===== src/rtl/stage_ex_pkg.sv =====
`default_nettype none
// +----------------------------------------------------------------------+
// | Package     : cpu_defs                                               |
// | Description : Shared definitions for the EX stage: word widths, ALU  |
// |               op codes, exception codes, the mul/div FSM state       |
// |               encoding and a small op-classification helper.        |
// | Revision    : 1.0 - initial release                                  |
// +----------------------------------------------------------------------+
package cpu_defs;

  localparam int WORD        = 32;
  localparam int WORD_ADDR_W = 30;

  // ALU operation codes carried on id_alu_op
  localparam logic [3:0] ALU_OP_THRU = 4'd0;
  localparam logic [3:0] ALU_OP_AND  = 4'd1;
  localparam logic [3:0] ALU_OP_OR   = 4'd2;
  localparam logic [3:0] ALU_OP_XOR  = 4'd3;
  localparam logic [3:0] ALU_OP_ADDS = 4'd4;
  localparam logic [3:0] ALU_OP_ADDU = 4'd5;
  localparam logic [3:0] ALU_OP_SUBS = 4'd6;
  localparam logic [3:0] ALU_OP_SUBU = 4'd7;
  localparam logic [3:0] ALU_OP_SHRL = 4'd8;
  localparam logic [3:0] ALU_OP_SHLL = 4'd9;
  localparam logic [3:0] ALU_OP_MULU = 4'd10;
  localparam logic [3:0] ALU_OP_DIVU = 4'd11;
  localparam logic [3:0] ALU_OP_REMU = 4'd12;

  // Exception codes
  localparam logic [2:0] EXP_NONE     = 3'd0;
  localparam logic [2:0] EXP_OVERFLOW = 3'd3;

  // Iterative mul/div controller states
  typedef enum logic [1:0] {
    MD_IDLE = 2'd0,
    MD_RUN  = 2'd1,
    MD_DONE = 2'd2
  } md_state_t;

  function automatic logic is_muldiv(input logic [3:0] op);
    return (op == ALU_OP_MULU) || (op == ALU_OP_DIVU) || (op == ALU_OP_REMU);
  endfunction

endpackage
`default_nettype wire


===== src/rtl/stage_ex_muldiv.sv =====
`default_nettype none
// +----------------------------------------------------------------------+
// | Module      : ex_muldiv                                              |
// | Description : 32-iteration unsigned multiplier (shift-add) and       |
// |               restoring divider shared by MULU/DIVU/REMU.            |
// | Ports       : clk, reset (sync, active-low)                          |
// |               start  - launch request (ignored unless idle)          |
// |               stall  - holds the finished result in DONE             |
// |               flush  - abandons any operation, back to idle          |
// |               op,a,b - operation and operands                        |
// |               busy   - operation in progress (incl. launch cycle)    |
// |               done   - result valid on result                        |
// | Revision    : 1.0 - initial release                                  |
// +----------------------------------------------------------------------+
module ex_muldiv
  import cpu_defs::*;
(
  input  logic            clk,
  input  logic            reset,
  input  logic            start,
  input  logic            stall,
  input  logic            flush,
  input  logic [3:0]      op,
  input  logic [WORD-1:0] a,
  input  logic [WORD-1:0] b,
  output logic            busy,
  output logic            done,
  output logic [WORD-1:0] result
);

  md_state_t       state, state_next;
  logic [4:0]      count;
  logic [3:0]      op_q;
  // MULU: acc = product, opa = multiplicand (shifts left), opb = multiplier (shifts right)
  // DIVU/REMU: acc = partial remainder, opa = divisor, opb = dividend in / quotient out
  logic [WORD-1:0] acc, opa, opb;
  logic [WORD:0]   shifted;
  logic            fits;
  logic            launch;

  assign launch  = (state == MD_IDLE) && start && !flush;
  assign shifted = {acc, opb[WORD-1]};
  assign fits    = shifted >= {1'b0, opa};

  always_ff @(posedge clk) begin
    if (!reset) begin
      state <= MD_IDLE;
    end else begin
      state <= state_next;
    end
  end

  always_comb begin
    state_next = state;
    busy       = 1'b0;
    done       = 1'b0;
    case (state)
      MD_IDLE: begin
        if (launch) begin
          state_next = MD_RUN;
          busy       = 1'b1;
        end
      end
      MD_RUN: begin
        busy = 1'b1;
        if (flush) begin
          state_next = MD_IDLE;
        end else if (count == 5'd31) begin
          state_next = MD_DONE;
        end
      end
      MD_DONE: begin
        done = 1'b1;
        if (flush || !stall) begin
          state_next = MD_IDLE;
        end
      end
      default: state_next = MD_IDLE;
    endcase
  end

  always_ff @(posedge clk) begin
    if (!reset) begin
      count <= '0;
      op_q  <= '0;
      acc   <= '0;
      opa   <= '0;
      opb   <= '0;
    end else if (launch) begin
      count <= '0;
      op_q  <= op;
      acc   <= '0;
      if (op == ALU_OP_MULU) begin
        opa <= a;
        opb <= b;
      end else begin
        opa <= b;
        opb <= a;
      end
    end else if ((state == MD_RUN) && !flush) begin
      count <= count + 5'd1;
      if (op_q == ALU_OP_MULU) begin
        if (opb[0]) begin
          acc <= acc + opa;
        end
        opa <= opa << 1;
        opb <= opb >> 1;
      end else begin
        // Divide-by-zero needs no special case: every trial subtract of 0
        // succeeds, giving an all-ones quotient and remainder = dividend.
        acc <= fits ? (shifted[WORD-1:0] - opa) : shifted[WORD-1:0];
        opb <= {opb[WORD-2:0], fits};
      end
    end
  end

  always_comb begin
    result = acc;
    if (op_q == ALU_OP_DIVU) begin
      result = opb;
    end
  end

endmodule
`default_nettype wire


===== src/rtl/stage_ex.sv =====
`default_nettype none
// +----------------------------------------------------------------------+
// | Module      : stage_ex                                               |
// | Description : Execute stage. Single-cycle ALU for ops 0-9, iterative |
// |               mul/div for ops 10-12, and the EX/MEM pipeline reg.    |
// | Ports       : clk, reset (sync, active-low), stall, flush            |
// |               busy     - mul/div in progress (fed back into stall)   |
// |               fwd_data - current-cycle result for forwarding to ID   |
// |               id_*     - ID/EX inputs; ex_* - registered EX/MEM outs |
// | Revision    : 1.0 - initial release                                  |
// +----------------------------------------------------------------------+
module stage_ex
  import cpu_defs::*;
(
  input  logic                   clk,
  input  logic                   reset,
  input  logic                   stall,
  input  logic                   flush,
  output logic                   busy,
  output logic [WORD-1:0]        fwd_data,
  input  logic [WORD_ADDR_W-1:0] id_pc,
  input  logic                   id_en,
  input  logic [3:0]             id_alu_op,
  input  logic [WORD-1:0]        id_alu_in_0,
  input  logic [WORD-1:0]        id_alu_in_1,
  input  logic                   id_br_flag,
  input  logic [1:0]             id_mem_op,
  input  logic [WORD-1:0]        id_mem_wr_data,
  input  logic [1:0]             id_ctrl_op,
  input  logic [5:0]             id_dst_addr,
  input  logic                   id_gpr_we_,
  input  logic [2:0]             id_exp_code,
  output logic [WORD_ADDR_W-1:0] ex_pc,
  output logic                   ex_en,
  output logic                   ex_br_flag,
  output logic [1:0]             ex_mem_op,
  output logic [WORD-1:0]        ex_mem_wr_data,
  output logic [1:0]             ex_ctrl_op,
  output logic [5:0]             ex_dst_addr,
  output logic                   ex_gpr_we_,
  output logic [2:0]             ex_exp_code,
  output logic [WORD-1:0]        ex_out
);

  logic            start;
  logic            md_busy;
  logic            md_done;
  logic [WORD-1:0] md_result;
  logic [WORD-1:0] alu_out;
  logic [WORD-1:0] sum;
  logic [WORD-1:0] diff;
  logic            ovf;

  // Gated by reset so busy cannot rise during a reset cycle.
  assign start = reset && id_en && is_muldiv(id_alu_op);

  ex_muldiv u_muldiv (
    .clk    (clk),
    .reset  (reset),
    .start  (start),
    .stall  (stall),
    .flush  (flush),
    .op     (id_alu_op),
    .a      (id_alu_in_0),
    .b      (id_alu_in_1),
    .busy   (md_busy),
    .done   (md_done),
    .result (md_result)
  );

  assign sum  = id_alu_in_0 + id_alu_in_1;
  assign diff = id_alu_in_0 - id_alu_in_1;

  always_comb begin
    alu_out = '0;
    ovf     = 1'b0;
    case (id_alu_op)
      ALU_OP_THRU: alu_out = id_alu_in_0;
      ALU_OP_AND:  alu_out = id_alu_in_0 & id_alu_in_1;
      ALU_OP_OR:   alu_out = id_alu_in_0 | id_alu_in_1;
      ALU_OP_XOR:  alu_out = id_alu_in_0 ^ id_alu_in_1;
      ALU_OP_ADDS: begin
        alu_out = sum;
        ovf     = (id_alu_in_0[WORD-1] == id_alu_in_1[WORD-1]) &&
                  (sum[WORD-1] != id_alu_in_0[WORD-1]);
      end
      ALU_OP_ADDU: alu_out = sum;
      ALU_OP_SUBS: begin
        // Subtraction adds the negated subtrahend, so the operand signs
        // "agree" when the raw signs differ.
        alu_out = diff;
        ovf     = (id_alu_in_0[WORD-1] != id_alu_in_1[WORD-1]) &&
                  (diff[WORD-1] != id_alu_in_0[WORD-1]);
      end
      ALU_OP_SUBU: alu_out = diff;
      ALU_OP_SHRL: alu_out = id_alu_in_0 >> id_alu_in_1[4:0];
      ALU_OP_SHLL: alu_out = id_alu_in_0 << id_alu_in_1[4:0];
      default:     alu_out = '0;
    endcase
  end

  assign busy     = md_busy;
  assign fwd_data = md_done ? md_result : alu_out;

  always_ff @(posedge clk) begin
    if (!reset) begin
      ex_pc          <= '0;
      ex_en          <= 1'b0;
      ex_br_flag     <= 1'b0;
      ex_mem_op      <= '0;
      ex_mem_wr_data <= '0;
      ex_ctrl_op     <= '0;
      ex_dst_addr    <= '0;
      ex_gpr_we_     <= 1'b1;
      ex_exp_code    <= EXP_NONE;
      ex_out         <= '0;
    end else if (!stall && !md_busy) begin
      if (flush) begin
        ex_pc          <= '0;
        ex_en          <= 1'b0;
        ex_br_flag     <= 1'b0;
        ex_mem_op      <= '0;
        ex_mem_wr_data <= '0;
        ex_ctrl_op     <= '0;
        ex_dst_addr    <= '0;
        ex_gpr_we_     <= 1'b1;
        ex_exp_code    <= EXP_NONE;
        ex_out         <= '0;
      end else begin
        ex_pc          <= id_pc;
        ex_en          <= id_en;
        ex_br_flag     <= id_br_flag;
        ex_mem_op      <= id_mem_op;
        ex_mem_wr_data <= id_mem_wr_data;
        ex_ctrl_op     <= id_ctrl_op;
        ex_dst_addr    <= id_dst_addr;
        ex_gpr_we_     <= (ovf && id_en) ? 1'b1 : id_gpr_we_;
        ex_exp_code    <= (ovf && id_en) ? EXP_OVERFLOW : id_exp_code;
        ex_out         <= fwd_data;
      end
    end
  end

endmodule
`default_nettype wire


===== config.mk =====
export PLATFORM = sky130hd
export DESIGN_NAME = stage_ex
export DESIGN_NICKNAME = d
export VERILOG_FILES = /design/src/rtl/stage_ex_pkg.sv /design/src/rtl/stage_ex_muldiv.sv /design/src/rtl/stage_ex.sv
export SDC_FILE = /design/constraint.sdc
export NUM_CORES = 1
export LEC_CHECK = 0
export ABC_AREA = 0
export BUFFER_PORTS_ARGS = -buffer_cell sky130_fd_sc_hd__buf_4
export CORE_UTILIZATION = 40
export CTS_CLUSTER_DIAMETER = 100
export DETAILED_ROUTE_END_ITERATION = 10
export SLEW_MARGIN = 40
export SYNTH_ARGS = -nofsm -noshare
export SYNTH_HDL_FRONTEND = slang
export SYNTH_SLANG_ARGS = --single-unit

===== constraint.sdc =====
create_clock -name clk -period 4.65 [get_ports clk]
set_clock_uncertainty 0.05 [all_clocks]
set_input_delay 0.2325 -clock clk [delete_from_list [all_inputs] [get_ports clk]]
set_output_delay 0.2325 -clock clk [all_outputs]
set_load 0.01 [all_outputs]

==> impl_metrics.csv <==
group,metric,value,unit
final_layout,fin_util,0.490,
sta,drv_slew,0,
drt,wl,111000,µm
pwr,vdd_drop_max,278,µV
die,initial_utilization,0.405,
pwr,p_int,0.00401,W
yosys,synth_edf_count,0,
drt,first_iter_violations,2872,
worst_setup_path,cp_max_fo,10,
sta,relSlewSlack,0.340,
yosys,synth.avg_cell_area,7.44,µm²
sta,hold_viol,0,
die,die_y,241,µm
die,pin_count,293,
final_layout,multi_input_comb_area,0.0170,mm²
grt,gr-usage-all-layers,0.366,
clock_tree,cts_resized,0,
final_layout,area_growth,20.7,%
pwr,pwr-share-seq,0.311,
drt,vias,25800,
yosys,netlist_area,0.0229,mm²
grt,grt_pass1_vias,23800,
min_path,whs_endpoint,"u_muldiv.opb[6]",
worst_setup_path,worstPathRequired,4.37,ns
yosys,synth_nets,3402,
worst_setup_path,cp.arrival,4.13,ns
min_path,worst_hold_startpoint,"id_alu_in_1[6]",
drt,routed_via_density,6.30,
drt,wire_per_inst,27.1,µm
yosys,synth_seq_cells,217,
grt,grt_max_degree,95,
sta,min_period,4.41,ns
clock_tree,cts_root_buffer,"clkbuf_16",
worst_setup_path,reg2reg_to,"u_muldiv.acc[9]",
clock_tree,cts_buffer_depth,3,
worst_setup_path,cpMaxStageDelayCell,"ha_1",
yosys,netlist_instances,3074,
final_layout,nets,3641,
drt,drc,0,
worst_setup_path,r2r_start,"u_muldiv.opa[3]",
yosys,yosys_warnings,0,
place,port_buffers,292,
place,placed_cell_area,0.0258,mm²
final_layout,antennaDiodeCount,0,
worst_setup_path,startpoint_type,"primary input",
pwr,switchingPower,0.00219,W
pwr,switching_share,0.353,
sta,fmax,227,MHz
worst_setup_path,ff2ff_path_depth,14,
drt,ant_nets,0,
sta,rsz0062_at_grt,"no",
job,cap_violations,0,
place,gp_congestion,1.06,
drt,first_pass_iters,5,
final_layout,fillCellCount,5631,
status,status,"finished, final reports clean",
min_path,hp-class,"primary input to flop",
sta,tightestPinTransition,0.983,ns
final_layout,layout-drive-gt1-share,0.167,
yosys,synthFlopType,"dfxtp_1",
die,die-width,241,µm
pwr,leakage,11.4,nW
clock_tree,cts_buffers,29,
grt,grt_antenna_before_repair,2,
yosys,ys_seq_area_frac,0.190,
final_layout,seq_area,0.00434,mm²
place,post-dp-hpwl,85400,µm
clock_tree,htree_levels,1,
sta,tns,0,ns
pwr,clkPwrFrac,0.376,
grt,grt_overflow_total,0,
sta,finalCritPeriodShare,0.948,
pwr,p_comb_frac,0.313,
die,num_rows,87,
final_layout,final_area,0.0276,mm²
sta,finalSetupViolations,0,
worst_setup_path,path_cells,"dlygate4sd3_1 -> buf_4 -> inv_1 -> ha_1 -> inv_1 -> o21ai_1 -> a21oi_2 -> nor4_1 -> o21ai_2 -> a311o_1 -> and4_1 -> nor3_1 -> nor2_1 -> buf_4",
die,core_area,0.0564,mm²
clock_tree,post_cts_buffers,0,
die,dieArea,0.0581,mm²
worst_setup_path,slowest_delay,0.62,ns
clock_tree,clock_latency,0.60,ns
clock_tree,cts_tree,"built",
yosys,synth_async_sr_flop_share,0,
clock_tree,cts.sinks,217,
worst_setup_path,path_class,"primary input to output port",
worst_setup_path,crit_path_end_kind,"output port",
clock_tree,clkTransAtPathRegs,0.06,ns
min_path,min_path_cells,4,
grt,grt_pass1_wl,158000,µm
yosys,synth_cell_types,100,
pwr,powerDensity,225,mW/mm²
worst_setup_path,r2r_slack,0.81,ns
-- how the worst max path moves through the flow --
stage | start | endpoint | slack [ns] | cells after the start
floorplan | id_alu_in_1[2] | ex_out[24] | 0.61 | 16
global placement | id_alu_in_1[0] | fwd_data[28] | 0.19 | 11
detailed placement | id_alu_in_1[0] | fwd_data[30] | 0.41 | 16
CTS | id_alu_in_1[5] | fwd_data[30] | 0.29 | 14
global route | id_alu_in_1[5] | fwd_data[28] | 0.08 | 15
finish | id_alu_in_1[5] | fwd_data[30] | 0.24 | 14
-- critical path: cells and delay by family --
| kind | cells | cell delay (ns) |
|---|---|---|
| adder cells (fa/ha/maj) | 1 | 0.62 |
| AND/OR/NAND/NOR | 4 | 1.21 |
| AO/OA/AOI/OAI | 4 | 1.02 |
| buffers and inverters | 5 | 1.04 |
-- cell type report --
cell class | count | share of cell area
multi-input cells | 2452 | 0.617
flip-flops and latches | 217 | 0.157
repair buffers | 456 | 0.134
well taps | 756 | 0.0343
clock buffers | 38 | 0.0300
inverters | 157 | 0.0213
clock inverters | 14 | 0.00576
-- kinds of logic (layout without fill, tap and decap cells) --
| group | Yosys count | in the layout | share of synthesized area |
|---|---|---|---|
| AND/OR/NAND/NOR | 981 | 981 | 0.205 |
| adder cells (fa/ha/maj) | 178 | 178 | 0.0987 |
| XOR/XNOR | 76 | 76 | 0.0291 |
| buffers and inverters | 405 | 665 | 0.0704 |
| AO/OA/AOI/OAI | 1071 | 1071 | 0.310 |
| multiplexers | 146 | 146 | 0.0962 |
| flip-flops | 217 | 217 | 0.190 |
-- per-stage QoR --
stage,setup slack (ns),hold WS [ns],instances,power (W)
global placement,0.189,0.395,3954,0.00379
finish,0.242,0.0450,4090,0.00620
global route,0.0754,0.0508,4090,0.00640
CTS,0.294,0.0157,4087,0.00617
floorplan,0.609,0.332,3074,0.00302
detailed placement,0.406,0.407,3954,0.00378
-- layer usage --
layer,up-vias,share of wire,track usage
met3,209,0.077,0.0620
met4,2,0.048,0.163
met2,1168,0.45,0.568
met5,-,0.00012,0
met1,12700,0.43,0.494
li1,11700,-,-
-- cells in the final DEF (no fill, tap or decap), types with 69 or more instances in the layout --
cell type	n
a211oi_1	100
a21boi_0	80
a21oi_1	298
buf_4	367
dfxtp_1	217
dlygate4sd3_1	82
ha_1	174
inv_1	152
mux2i_1	78
nand2_1	306
nand3_1	73
nand3b_1	76
nor2_1	279
nor2b_1	69
o21ai_0	186
-- state kept, by name (all words and copies together) (netlist names), 4 cells and up --
register / flops
ex_mem_wr_data: 32
ex_out: 32
u_muldiv.acc: 32
u_muldiv.opa: 32
u_muldiv.opb: 32
ex_pc: 30
ex_dst_addr: 6
u_muldiv.count: 5
u_muldiv.op_q: 4
-- synth_stat cells (all sizes together) (27+ instances only) --
| cell type | count | share of area |
|---|---|---|
| a21boi | 81 | 0.027 |
| a21o | 40 | 0.013 |
| nor2 | 284 | 0.047 |
| mux2i | 78 | 0.034 |
| o21ai | 197 | 0.043 |
| mux4 | 58 | 0.057 |
| ha | 174 | 0.095 |
| a211oi | 103 | 0.034 |
| a21oi | 302 | 0.067 |
| a22oi | 54 | 0.018 |
| nor3 | 43 | 0.0096 |
| nand3b | 76 | 0.025 |
| nand2 | 307 | 0.050 |
| o21a | 54 | 0.018 |
| o211ai | 30 | 0.0099 |
| inv | 156 | 0.026 |
| dfxtp | 217 | 0.19 |
| a221oi | 27 | 0.010 |
| xnor2 | 56 | 0.021 |
| nand3 | 74 | 0.016 |
| buf | 78 | 0.017 |
| nor2b | 70 | 0.019 |
| clkbuf | 170 | 0.028 |
-- timing repair --
item	in CTS	in global routing
endpoints found under the hold margin	82	1
setup endpoints to repair	0	0
hold buffers	81	1
-- power groups by stage --
stage | Sequential, W | Combinational [W] | Clock, W
2_1_floorplan | 0.00198 | 0.00104 | 0
3_3_place_gp | 0.00197 | 0.00182 | 0
3_5_place_dp | 0.00197 | 0.00182 | 0
4_1_cts | 0.00193 | 0.00188 | 0.00236
5_1_grt | 0.00193 | 0.00204 | 0.00243
6_report | 0.00193 | 0.00194 | 0.00233
Power figures use the tool's default switching activity.
